<file path="src/rtl/conv_window_gen_if.sv">
`default_nettype none
// ============================================================================
// Module      : conv_window_gen_if
// Description : Bundle of the FIFO-side and window-side signals of
//               conv_window_gen.
//               master : the window generator (pops the FIFO, drives windows)
//               slave  : the environment (FIFO head plus MAC-array ready)
// Signals     : fifo_empty, fifo_q, fifo_rdreq   show-ahead FIFO read port
//               win_valid, win_ready, win_data   3x3 window handshake
//               col, row                         position of next pixel
//               frame_done                       end-of-frame pulse
// Revision    : 1.0  initial release
// ============================================================================
interface conv_window_gen_if #(
  parameter int WIDTH = 16,
  parameter int CW    = 5,
  parameter int RW    = 5
);
  logic               fifo_empty;
  logic [WIDTH-1:0]   fifo_q;
  logic               fifo_rdreq;
  logic               win_valid;
  logic               win_ready;
  logic [9*WIDTH-1:0] win_data;
  logic [CW-1:0]      col;
  logic [RW-1:0]      row;
  logic               frame_done;

  modport master (
    input  fifo_empty, fifo_q, win_ready,
    output fifo_rdreq, win_valid, win_data, col, row, frame_done
  );

  modport slave (
    output fifo_empty, fifo_q, win_ready,
    input  fifo_rdreq, win_valid, win_data, col, row, frame_done
  );
endinterface
`default_nettype wire

</file>
<file path="src/rtl/conv_window_gen.sv">
`default_nettype none
// ============================================================================
// Module      : conv_window_gen
// Description : Builds 3x3 valid-mode convolution windows over an
//               IMG_W x IMG_H pixel stream read from a show-ahead FIFO.
//               Two IMG_W-deep line buffers hold the previous two rows;
//               each accepted pixel shifts a new column into the window.
// Ports       : clock         rising-edge clock
//               clock_sreset  synchronous active-high reset
//               bus (master)  FIFO read port, window valid/ready output,
//                             col/row position, frame_done pulse
// Revision    : 1.0  initial release
// ============================================================================
module conv_window_gen #(
  parameter int WIDTH = 16,
  parameter int IMG_W = 32,
  parameter int IMG_H = 32,
  parameter int CW    = $clog2(IMG_W),
  parameter int RW    = $clog2(IMG_H)
) (
  input  logic                 clock,
  input  logic                 clock_sreset,
  conv_window_gen_if.master    bus
);

  logic               accept;
  logic [CW-1:0]      col_q, col_d;
  logic [RW-1:0]      row_q, row_d;
  logic               win_valid_q, win_valid_d;
  logic [9*WIDTH-1:0] win_data_q, win_data_d;
  logic               frame_done_q, frame_done_d;
  logic [9*WIDTH-1:0] win_shift;
  logic [WIDTH-1:0]   new_col [3];
  logic               last_col, last_row;

  // Line buffers: lb0 holds the previous row, lb1 the row before that.
  logic [WIDTH-1:0] lb0_mem [IMG_W];
  logic [WIDTH-1:0] lb1_mem [IMG_W];
  logic [WIDTH-1:0] lb0_rd, lb1_rd;

  // A pop is only legal when the FIFO has data and the output slot is free
  // or being drained this very cycle.
  assign accept = ~bus.fifo_empty & ~clock_sreset & (~win_valid_q | bus.win_ready);

  assign lb0_rd = lb0_mem[col_q];
  assign lb1_rd = lb1_mem[col_q];

  // Read-before-write at the same address: the old lb0 entry moves to lb1.
  // Contents are intentionally not reset; row masking hides stale data.
  always_ff @(posedge clock) begin
    if (accept) begin
      lb1_mem[col_q] <= lb0_rd;
      lb0_mem[col_q] <= bus.fifo_q;
    end
  end

  // Incoming column, oldest row first.
  assign new_col[0] = lb1_rd;
  assign new_col[1] = lb0_rd;
  assign new_col[2] = bus.fifo_q;

  // Each window row shifts one column left and takes the new pixel at c=2.
  generate
    for (genvar r = 0; r < 3; r++) begin : g_row
      assign win_shift[WIDTH*(3*r+0) +: WIDTH] = win_data_q[WIDTH*(3*r+1) +: WIDTH];
      assign win_shift[WIDTH*(3*r+1) +: WIDTH] = win_data_q[WIDTH*(3*r+2) +: WIDTH];
      assign win_shift[WIDTH*(3*r+2) +: WIDTH] = new_col[r];
    end
  endgenerate

  assign last_col = (col_q == CW'(IMG_W - 1));
  assign last_row = (row_q == RW'(IMG_H - 1));

  always_comb begin
    col_d        = col_q;
    row_d        = row_q;
    win_valid_d  = win_valid_q;
    win_data_d   = win_data_q;
    frame_done_d = 1'b0;
    if (accept) begin
      frame_done_d = last_col & last_row;
      if (last_col) begin
        col_d = '0;
        row_d = last_row ? '0 : row_q + 1'b1;
      end else begin
        col_d = col_q + 1'b1;
      end
      // The window register doubles as the shift register, so it advances
      // on every accept; only positions with two rows and two columns of
      // history are flagged valid, which also keeps windows off row edges.
      win_data_d  = win_shift;
      win_valid_d = (row_q >= RW'(2)) & (col_q >= CW'(2));
    end else if (bus.win_ready) begin
      win_valid_d = 1'b0;
    end
  end

  always_ff @(posedge clock) begin
    if (clock_sreset) begin
      col_q        <= '0;
      row_q        <= '0;
      win_valid_q  <= 1'b0;
      win_data_q   <= '0;
      frame_done_q <= 1'b0;
    end else begin
      col_q        <= col_d;
      row_q        <= row_d;
      win_valid_q  <= win_valid_d;
      win_data_q   <= win_data_d;
      frame_done_q <= frame_done_d;
    end
  end

  assign bus.fifo_rdreq = accept;
  assign bus.win_valid  = win_valid_q;
  assign bus.win_data   = win_data_q;
  assign bus.col        = col_q;
  assign bus.row        = row_q;
  assign bus.frame_done = frame_done_q;

endmodule
`default_nettype wire

</file>
<file path="src/flat_wrapper.sv">
// flat-port wrapper written by rule: the top's interface ports become plain ports
module conv_window_gen_flat 
#(
  parameter int WIDTH = 16,
  parameter int IMG_W = 32,
  parameter int IMG_H = 32,
  parameter int CW    = $clog2(IMG_W),
  parameter int RW    = $clog2(IMG_H)
)
  (clock, clock_sreset, bus_fifo_empty, bus_fifo_q, bus_win_ready, bus_fifo_rdreq, bus_win_valid, bus_win_data, bus_col, bus_row, bus_frame_done);
  conv_window_gen_if #(.WIDTH(WIDTH), .CW(CW), .RW(RW)) bus_i ();
  input  logic clock;
  input  logic clock_sreset;
  input wire logic [$bits(bus_i.fifo_empty)-1:0] bus_fifo_empty;
  input wire logic [$bits(bus_i.fifo_q)-1:0] bus_fifo_q;
  input wire logic [$bits(bus_i.win_ready)-1:0] bus_win_ready;
  output wire logic [$bits(bus_i.fifo_rdreq)-1:0] bus_fifo_rdreq;
  output wire logic [$bits(bus_i.win_valid)-1:0] bus_win_valid;
  output wire logic [$bits(bus_i.win_data)-1:0] bus_win_data;
  output wire logic [$bits(bus_i.col)-1:0] bus_col;
  output wire logic [$bits(bus_i.row)-1:0] bus_row;
  output wire logic [$bits(bus_i.frame_done)-1:0] bus_frame_done;
  assign bus_i.fifo_empty = bus_fifo_empty;
  assign bus_i.fifo_q = bus_fifo_q;
  assign bus_i.win_ready = bus_win_ready;
  assign bus_fifo_rdreq = bus_i.fifo_rdreq;
  assign bus_win_valid = bus_i.win_valid;
  assign bus_win_data = bus_i.win_data;
  assign bus_col = bus_i.col;
  assign bus_row = bus_i.row;
  assign bus_frame_done = bus_i.frame_done;
  conv_window_gen #(.WIDTH(WIDTH), .IMG_W(IMG_W), .IMG_H(IMG_H), .CW(CW), .RW(RW)) u_core (.clock(clock), .clock_sreset(clock_sreset), .bus(bus_i));
endmodule
</file>
<file path="config.mk">
export PLATFORM = sky130hd
export DESIGN_NAME = conv_window_gen_flat
export DESIGN_NICKNAME = d
export VERILOG_FILES = /design/src/rtl/conv_window_gen_if.sv /design/src/rtl/conv_window_gen.sv /design/src/flat_wrapper.sv
export SDC_FILE = /design/constraint.sdc
export NUM_CORES = 1
export LEC_CHECK = 0
export ABC_AREA = 1
export BUFFER_PORTS_ARGS = -buffer_cell sky130_fd_sc_hd__clkbuf_2
export CORE_ASPECT_RATIO = 0.7
export CORE_MARGIN = 4
export CORE_UTILIZATION = 45
export DETAILED_ROUTE_END_ITERATION = 10
export GPL_TIMING_DRIVEN = 0
export MAX_ROUTING_LAYER = met4
export RECOVER_POWER = 50
export SYNTH_ARGS = -nofsm -noshare
export SYNTH_HDL_FRONTEND = slang
export SYNTH_SLANG_ARGS = --single-unit
</file>
<file path="constraint.sdc">
create_clock -name clock -period 3.83 [get_ports clock]
set_input_delay 0.383 -clock clock [delete_from_list [all_inputs] [get_ports clock]]
set_output_delay 0.383 -clock clock [all_outputs]
set_load 0.05 [all_outputs]
</file>
==> metrics.md, run 1 <==
| Metric | Value |
|---|---|
| Result of the run | complete, but fails checks |
| Failing checks | max-capacitance violations, max-slew violations, negative setup slack |
| Sequential group share of total power | about half |
| Boundary Pins | 177 |
| Fin crit period | around 3900 ps |
| Via density | 5.77 |
| Setup Skew | 36.3 ps |
| Post-Synthesis Cell Area | 46,500 um2 |
| Hold bufs inserted after CTS | 0 |
| Number of max-capacitance violations reported | 17 |
| Worst path max stage delay | between 600 and 700 ps |
| CP most frequent cell | sky130_fd_sc_hd__buf_4 |
| Vertical extent of the die | around 280 um |
| Crit Path Class | register to register |
| Area share of the leading cell type in the synthesized netlist | 66.2% |
| Final cell count without fillers | approximately 5,800 |
| Finish-stage setup viols | 6 |
| Proportion of power drawn by the clock network | about two fifths |
| Crit-path max FO | 11 |
| Effective utilization at floorplan | 45.5% |
| Worst min-delay path category | input port to register |
| Static leakage | about 19 nW |
| Global-route wire length before repair | 220 mm |
| Net switching fraction of the power | 25.4% |
| Top cells by area, synth | sky130_fd_sc_hd__edfxtp_1 (66%), sky130_fd_sc_hd__nand2_1 (8.7%), sky130_fd_sc_hd__dfxtp_1 (6.9%), sky130_fd_sc_hd__nand3_1 (5.1%), sky130_fd_sc_hd__nor2_1 (3.5%) |
| Power per cell area | 536 nW/um2 |
| Area of the multi-input gates | between 10,000 and 15,000 um2 |
| Category of the worst setup path capture point | register |
| Num CTS Buffers | 112 |
| Syn Inst Count | about 4,000 |
| Number of sinks driven by the clock tree | between 1,000 and 1,500 |
| DRC violation count after routing | 0 |
| Number of unique standard cell types used by synthesis | 25 |
| Arrival time worst endpoint | around 4300 ps |
| Crit share post-route | 101% |
| Pin count of the biggest net entering global routing | 34 |
| Net count reported at finish | around 4,400 |
| Area of the core | a little over 100,000 um2 |
| DIE WIDTH | slightly below 400 um |
| TritonCTS clock tree | yes |
| #FFs+latches synth | 1,185 |
| Final slew viol count | 578 |
| Clock-pin slew on the worst setup and hold paths | approximately 60 ps |
| Detailed-route wire length | 156 mm |
| Count of H-tree levels built during CTS | 3 |
| Vias post-DR | 33,600 |
| Final Wtd Congestion | 0.933 |
| Final HPWL from detailed placement | 105 mm |
| Setup repair after global routing missed its margin | no |
| FP Rows | approximately 100 |
| Clock tree buffer depth | 3 |
| Rel. slew slack | -50.4% |
| Combined global-route utilization of all metal layers | between 20 and 30% |
| Net Count, Synth | 4,047 |
| Final hold viol count | 0 |
| Fill count | 9,017 |
| Per-cell routed wire length | 26.8 um |
| Share of layout cells above drive strength 1 | under 10% |
| CP max stage cell | sky130_fd_sc_hd__buf_1 |
| Switching power summed over all nets | 7.32 mW |
| Root cell of the clock tree | sky130_fd_sc_hd__clkbuf_16 |
| Violation count after the first detailed-routing iteration | 4,696 |
| Average size of a mapped cell | roughly 12 um2 |
| IO buf count | 176 |
| Placed Cells | 5,583 |
| Worst endpoint required time | between 4000 and 5000 ps |
| Internal power component | 21.5 mW |
| Worst voltage drop across the vdd grid | 0.000375 V |
| Via count of the first global-routing pass | 30,400 |
| Sequential Area | 34,000 um2 |
| Slew at the pin closest to its max-slew limit | between 2000 and 2500 ps |
| Pre-CTS WS | 15.4 ps |
| Sum of overflow across all layers after global routing | 0 |
| Combinational share of power | 10.0% |
| Clock latency on the worst-skew pair | 730 ps |
| Post-route worst setup slack | -27.4 ps |
| Sequential element share of the synthesized area | 73.1% |
| Yosys warning count | 0 |
| Peak Freq | 0.259 GHz |
| Pre-Repair DR Iteration Count | 6 |
| Initial antenna violation count | 4 |
| Antenna Violating Nets Remaining | 0 |
| Area growth from synthesis to layout | 15.8% |
| Critical Path Source Type | register |
| Area leader, netlist | sky130_fd_sc_hd__edfxtp_1 |
| Floorplan die area | 109,000 um2 |
| CP cell instances | inv_2 > buf_4 > buf_1 > ha_1 > nand2_1 > nor2_1 > clkbuf_1 > buf_4 |
## synth_stat cells
library cell               instances
sky130_fd_sc_hd__nand2_1        1072
sky130_fd_sc_hd__a21oi_1          67
sky130_fd_sc_hd__nor3_1            3
sky130_fd_sc_hd__nor2_2            3
sky130_fd_sc_hd__o22ai_1          48
sky130_fd_sc_hd__o211ai_1          1
sky130_fd_sc_hd__a211oi_1         38
sky130_fd_sc_hd__dfxtp_1         161
sky130_fd_sc_hd__buf_2            91
sky130_fd_sc_hd__inv_4             1
sky130_fd_sc_hd__buf_4            36
sky130_fd_sc_hd__o21ai_0         293
sky130_fd_sc_hd__ha_1              8
sky130_fd_sc_hd__nand3_1         471
sky130_fd_sc_hd__nor3_2            2
sky130_fd_sc_hd__o21ai_1          64
sky130_fd_sc_hd__edfxtp_1       1024
sky130_fd_sc_hd__buf_1            15
sky130_fd_sc_hd__nor2_1          434
sky130_fd_sc_hd__buf_6            18
sky130_fd_sc_hd__inv_2             4
sky130_fd_sc_hd__inv_1            74
sky130_fd_sc_hd__nand4_1           1
sky130_fd_sc_hd__nor3b_1           1
sky130_fd_sc_hd__clkbuf_1         89
## cell usage in the layout (no fill, tap or decap), types with 11 or more instances in the layout
cell type / n
sky130_fd_sc_hd__nand2_1: 1063
sky130_fd_sc_hd__edfxtp_1: 1024
sky130_fd_sc_hd__nand3_1: 471
sky130_fd_sc_hd__nor2_1: 408
sky130_fd_sc_hd__o21ai_0: 299
sky130_fd_sc_hd__clkbuf_1: 289
sky130_fd_sc_hd__dfxtp_1: 161
sky130_fd_sc_hd__clkbuf_16: 114
sky130_fd_sc_hd__buf_2: 88
sky130_fd_sc_hd__inv_1: 76
sky130_fd_sc_hd__a21oi_1: 67
sky130_fd_sc_hd__o21ai_1: 58
sky130_fd_sc_hd__o22ai_1: 48
sky130_fd_sc_hd__buf_4: 43
sky130_fd_sc_hd__a211oi_1: 38
sky130_fd_sc_hd__clkinv_2: 27
sky130_fd_sc_hd__buf_12: 26
sky130_fd_sc_hd__clkinv_1: 23
sky130_fd_sc_hd__buf_6: 18
sky130_fd_sc_hd__nor2_4: 18
sky130_fd_sc_hd__buf_1: 16
sky130_fd_sc_hd__buf_16: 16
sky130_fd_sc_hd__bufinv_16: 15
sky130_fd_sc_hd__nor2_2: 11
## layer usage
layer	vias up	GRT usage (%)	part of all wire, %
met5	-	-	0
li1	14800	-	-
met3	253	8.37	14
met1	16400	43.6	43
met4	0	7.11	2.7
met2	2149	38.2	40
## state kept, by name (all words and copies together) (netlist names), named ones only
register and count:
u_core.lb1_mem 512, u_core.bus.win_valid 1, u_core.bus.win_data 144, u_core.lb0_mem 512, u_core.bus.col 5, u_core.bus.frame_done 1, u_core.bus.row 5
## repair_timing
item,4_1_cts,5_1_grt
gates resized for setup,0,1
setup endpoints to repair,56,68
pin swaps,4,5
setup buffers,9,15
## power groups by stage
| stage | logic [mW] | clock network, mW | registers [mW] |
|---|---|---|---|
| 2_1_floorplan | 1.20 | 0 | 15.1 |
| 5_1_grt | 3.03 | 12.1 | 14.5 |
| 6_report | 2.87 | 11.4 | 14.5 |
| 4_1_cts | 2.85 | 11.5 | 14.5 |
| 3_3_place_gp | 2.72 | 0 | 14.8 |
| 3_5_place_dp | 2.84 | 0 | 14.8 |
## metrics by stage
| stage | total power [mW] | util (%) | area (um2) | TNS, ps | hold WS [ps] |
|---|---|---|---|---|---|
| finish | 28.8 | 52.6 | 53800 | -153 | 37.4 |
| global route | 29.6 | 52.6 | 53800 | 0 | 30.9 |
| CTS | 28.9 | 52.9 | 54100 | 0 | 7.40 |
| detailed placement | 17.6 | 49.1 | 50200 | 0 | 457 |
| global placement | 17.5 | 48.0 | 49100 | -1679620 | 449 |
| floorplan | 16.3 | - | 46500 | 0 | 482 |
## cell type report
cell class,instances,area share (%)
Clock buffer,137,5.58
Antenna cell,3,0.0139
Sequential cell,1185,63.1
Buffer,249,2.43
Clock inverter,71,1.36
Multi-Input combinational cell,2506,20.6
Timing Repair Buffer,238,3.24
Inverter,79,0.556
Tap cell,1350,3.14
## cell families after synthesis
logic type / share of synthesized area [%]
DFF: 73.1
adders and majority gates: 0.215
buffers and inverters: 3.48
and+or+nand+nor: 17.4
AOI/OAI and AO/OA: 5.84
## worst max-delay path: cells and delay by family, from the launching register on
| family | cells | cell delay (ps) |
|---|---|---|
| adders and majority gates | 1 | 290 |
| buffers and inverters | 5 | 1880 |
| DFF | 1 | 520 |
| and+or+nand+nor | 2 | 810 |
## final timing paths
| check | startpoint | end | slack, ps | cells after the start |
|---|---|---|---|---|
| worst min-delay path | bus_win_ready | u_core.bus.win_valid | 40 | 4 |
| worst min register to register | u_core.bus.win_data[106] | u_core.bus.win_data[106] | 470 | 2 |
| worst max-delay path | u_core.bus.col[1] | u_core.lb0_mem[8][6] | -30 | 8 |
| worst max register to register | u_core.bus.col[1] | u_core.lb0_mem[8][6] | -30 | 8 |
Power figures use the tool's default switching activity.
==> run 2: changes to the inputs <==
--- a/config.mk
+++ b/config.mk
@@ -5,14 +5,12 @@
 export SDC_FILE = /design/constraint.sdc
 export NUM_CORES = 1
 export LEC_CHECK = 0
-export ABC_AREA = 1
 export BUFFER_PORTS_ARGS = -buffer_cell sky130_fd_sc_hd__clkbuf_2
 export CORE_ASPECT_RATIO = 0.7
 export CORE_MARGIN = 4
 export CORE_UTILIZATION = 45
 export DETAILED_ROUTE_END_ITERATION = 10
 export GPL_TIMING_DRIVEN = 0
-export MAX_ROUTING_LAYER = met4
 export RECOVER_POWER = 50
 export SYNTH_ARGS = -nofsm -noshare
 export SYNTH_HDL_FRONTEND = slang
==> metrics.md, run 2 <==
| Metric | Value |
|---|---|
| Proportion of power drawn by the clock network | 41.5% (+1.8 points) |
| Crit share post-route | 99.4% (-1.3 points) |
| Setup total negative slack | 0 ps (+153 ps) |
| Internal power component | 21.5 mW (-0.22%) |
| Finish-stage setup viols | 0 (-6) |
| Most frequent standard cell in the layout excluding fill and tap cells | sky130_fd_sc_hd__edfxtp_1 |
| Number of unique standard cell types used by synthesis | 41 (+64%) |
| Area leader, netlist | sky130_fd_sc_hd__edfxtp_1 |
| Share of async-settable or async-resettable flops after synthesis | 0% (unchanged) |
| Slack of the worst reg-to-reg path | 20 ps (+50 ps) |
| Failing checks | max-capacitance violations, max-slew violations |
| Pre-Repair DR Iteration Count | 6 (unchanged) |
| Switching power summed over all nets | 6.11 mW (-17%) |
| Top cells by area, synth | sky130_fd_sc_hd__edfxtp_1 (69%), sky130_fd_sc_hd__dfxtp_1 (7.2%), sky130_fd_sc_hd__mux4_2 (6.4%), sky130_fd_sc_hd__mux2i_1 (5.7%), sky130_fd_sc_hd__a22oi_1 (3.2%) |
| Pin count of the biggest net entering global routing | 34 (unchanged) |
| DIE WIDTH | 385 um (-1.9%) |
| Arrival time worst endpoint | 4230 ps (-50 ps) |
| Share of layout cells above drive strength 1 | 15.8% (+6.6 points) |
| Peak Freq | 0.263 GHz (+1.3%) |
| Worst endpoint required time | 4250 ps (about the same) |
| Fill count | 7,854 (-13%) |
| Result of the run | complete, but fails checks |
| Capture endpoint of the worst hold path | u_core.bus.win_valid |
| Number of sinks driven by the clock tree | 1,185 (unchanged) |
| Number of max-capacitance violations reported | 21 (+4) |
| Number of enable-type register cells in the synthesized netlist | 1,024 (unchanged) |
| Power per cell area | 529 nW/um2 (-1.2%) |
| Critical hold path startpoint | bus_win_ready |
| Met2 routed WL | 53.8 mm (-15%) |
| Global-route wire length before repair | 177 mm (-19%) |
| R2r worst-path depth | 7 (-1) |
| Antenna Violating Nets Remaining | 0 (unchanged) |
| Combinational share of power | 6.6% (-3.4 points) |
| Most numerous cell in the Yosys netlist | sky130_fd_sc_hd__edfxtp_1 |
| #FFs+latches synth | 1,185 (unchanged) |
| CP most frequent cell | sky130_fd_sc_hd__clkbuf_2 |
| Average size of a mapped cell | 17.8 um2 (+54%) |
| Final Wtd Congestion | 0.893 (-4.3%) |
| Highest layer used for signal routing | met4 |
| Violation count after the first detailed-routing iteration | 3,234 (-31%) |
| Vertical extent of the die | 272 um (-1.9%) |
| Wire length on met1 | 55.0 mm (-18%) |
| Bufs and invs on worst path | 3 (-2) |
| Static leakage | 15.9 nW (-17%) |
| Effective utilization at floorplan | 45.5% (about the same) |
| Rel. slew slack | -48.8% (+1.6 points) |
| Predominant post-synthesis flop cell | sky130_fd_sc_hd__edfxtp_1 |
| Worst path max stage delay | 1230 ps (+580 ps) |
| Net Count, Synth | 2,537 (-37%) |
| Destination of the worst register-to-register timing path | u_core.lb1_mem[16][2] |
| TritonCTS clock tree | yes |
| Net switching fraction of the power | 22.2% (-3.2 points) |
| Top delay family on crit path | simple AND/OR/NAND/NOR gates |
| Setup repair after global routing missed its margin | no |
| Detailed-route wire length | 125 mm (-20%) |
| Area share of the leading cell type in the synthesized netlist | 68.8% (+2.6 points) |
| Post-CTS Setup Repair Bufs | 0 (-9) |
| Setup Skew | 29.7 ps (-6.55 ps) |
| Count of H-tree levels built during CTS | 3 (unchanged) |
| Boundary Pins | 177 (unchanged) |
| Met3 routed wirelength | 13.5 mm (-39%) |
| Clock tree buffer depth | 3 (unchanged) |
| Crit Path Class | register to register |
| Inserted Diodes | 0 (-3) |
| Per-cell routed wire length | 29.2 um (+8.7%) |
| Crit-path max FO | 21 (+10) |
| Placed Cells | 4,067 (-27%) |
| Category of the worst setup path capture point | register |
| Sum of overflow across all layers after global routing | 0 (unchanged) |
| Via density | 5.95 (+3.0%) |
| IO buf count | 175 (-0.57%) |
| Clock latency on the worst-skew pair | 690 ps (-40 ps) |
| Synth cell count leaders | sky130_fd_sc_hd__edfxtp_1 (1,024), sky130_fd_sc_hd__mux2i_1 (256), sky130_fd_sc_hd__nand2_1 (238) |
| Num CTS Buffers | 111 (-0.89%) |
| Area of the core | 98,300 um2 (-3.9%) |
| Fin crit period | 3810 ps (-50.3 ps) |
| Sequential group share of total power | 51.9% (+1.6 points) |
| Combined global-route utilization of all metal layers | 23.5% (-5.4 points) |
| Sequential element share of the synthesized area | 76.0% (+2.9 points) |
| Clock-pin slew on the worst setup and hold paths | 60 ps (about the same) |
| FP Rows | 96 (-2.0%) |
| Worst min-delay path category | input port to register |
| DRC violation count after routing | 0 (unchanged) |
| Commonest cells after routing, fill and taps aside | sky130_fd_sc_hd__edfxtp_1 (1,024), sky130_fd_sc_hd__clkbuf_1 (284), sky130_fd_sc_hd__mux2i_1 (256) |
| Via count of the first global-routing pass | 24,500 (-19%) |
| Slew at the pin closest to its max-slew limit | 2230 ps (-24.3 ps) |
| Area growth from synthesis to layout | 16.5% |
| Net count reported at finish | 2,885 (-34%) |
| Critical Path Source Type | register |
| Floorplan die area | 105,000 um2 (-3.8%) |
| CP cell instances | and2_1 > clkbuf_2 > buf_1 > a22oi_1 > a21oi_1 > nor4_1 > clkbuf_2 |
| Root cell of the clock tree | sky130_fd_sc_hd__clkbuf_16 |
| Final hold viol count | 0 (unchanged) |
| Final HPWL from detailed placement | 85.5 mm (-18%) |
| Hold Path Cell Cnt | 3 (-1) |
| Final slew viol count | 597 (+3.3%) |
| Worst voltage drop across the vdd grid | 0.000316 V (-16%) |
| Hold bufs inserted after CTS | 0 (unchanged) |
| Syn Inst Count | 2,509 (-38%) |
| Post-Synthesis Cell Area | 44,700 um2 (-3.8%) |
| Final cell count without fillers | 4,274 (-27%) |
| Initial antenna violation count | 4 (unchanged) |
| Yosys warning count | 0 (unchanged) |
| Vias post-DR | 25,400 (-24%) |
| CP max stage cell | sky130_fd_sc_hd__nor4_1 |
run 2: per-stage QoR:
| step | total power, mW | utilization (%) | setup WS [ps] | hold slack [ps] | instance area (um2) |
|---|---|---|---|---|---|
| 2_1_floorplan | 15.6 | - | 419 | 482 | 44700 |
| 3_3_place_gp | 16.3 | 48.1 | -1990 | 444 | 47200 |
| 3_5_place_dp | 16.4 | 49.6 | -102 | 450 | 48700 |
| 4_1_cts | 27.7 | 53.4 | 95.1 | 174 | 52500 |
| 5_1_grt | 28.3 | 53.0 | 2.37 | 165 | 52100 |
| 6_report | 27.6 | 53.0 | 22.9 | 193 | 52100 |
run 2: logic make-up (layout without fill, tap and decap cells):
| logic type | count (synthesis) | count (layout) | share of synthesized area [%] |
|---|---|---|---|
| multiplexers | 384 | 384 | 12.2 |
| buffers and inverters | 160 | 602 | 1.92 |
| AND/OR/NAND/NOR | 354 | 354 | 3.63 |
| adder cells (fa/ha/maj) | 8 | 8 | 0.224 |
| flip-flops | 1185 | 1185 | 76.0 |
| AO/OA/AOI/OAI | 418 | 418 | 6.03 |
run 2: power groups by stage:
stage	clock network, mW	logic [mW]	registers (mW)
finish	11.4	1.83	14.3
global placement	0	1.70	14.6
global route	12.1	1.92	14.3
floorplan	0	0.837	14.8
CTS	11.6	1.88	14.3
detailed placement	0	1.87	14.6
run 2: tightest hold or removal path, stage by stage:
cell and delay (ps):
sky130_fd_sc_hd__clkbuf_2 80, sky130_fd_sc_hd__nand2b_1 200, sky130_fd_sc_hd__a21oi_1 140
run 2: timing repair:
item                       4_1_cts  5_1_grt
setup endpoints to repair       13        3
resized for setup                1        0
pin swaps                        0        1
run 2: area by class of cell:
type                    instances  area, um2  share of cell area, %
flip-flops and latches       1185      34000                   65.2
multi-input cells            1164      10200                   19.5
clock buffers                 144       3110                   5.96
well taps                    1323       1660                   3.18
repair buffers                235       1640                   3.15
plain buffers                 157        843                   1.62
clock inverters                63        696                   1.34
inverters                       3       11.3                 0.0216
run 2: worst max-delay path by stage:
stage | endpoint | slack (ps) | depth (start not counted)
2_1_floorplan | u_core.lb0_mem[4][0] | 420 | 4
3_3_place_gp | u_core.lb0_mem[24][4] | -1990 | 6
3_5_place_dp | u_core.bus.win_data[89] | -100 | 8
4_1_cts | u_core.lb0_mem[11][11] | 100 | 6
5_1_grt | u_core.lb0_mem[13][12] | 2 | 6
6_report | u_core.lb1_mem[16][2] | 20 | 7
run 2: layer usage:
layer,vias up,global-route usage (%)
met3,161,5.77
met4,0,4.67
li1,10700,-
met5,-,0
met2,1348,33.7
met1,13200,36.7
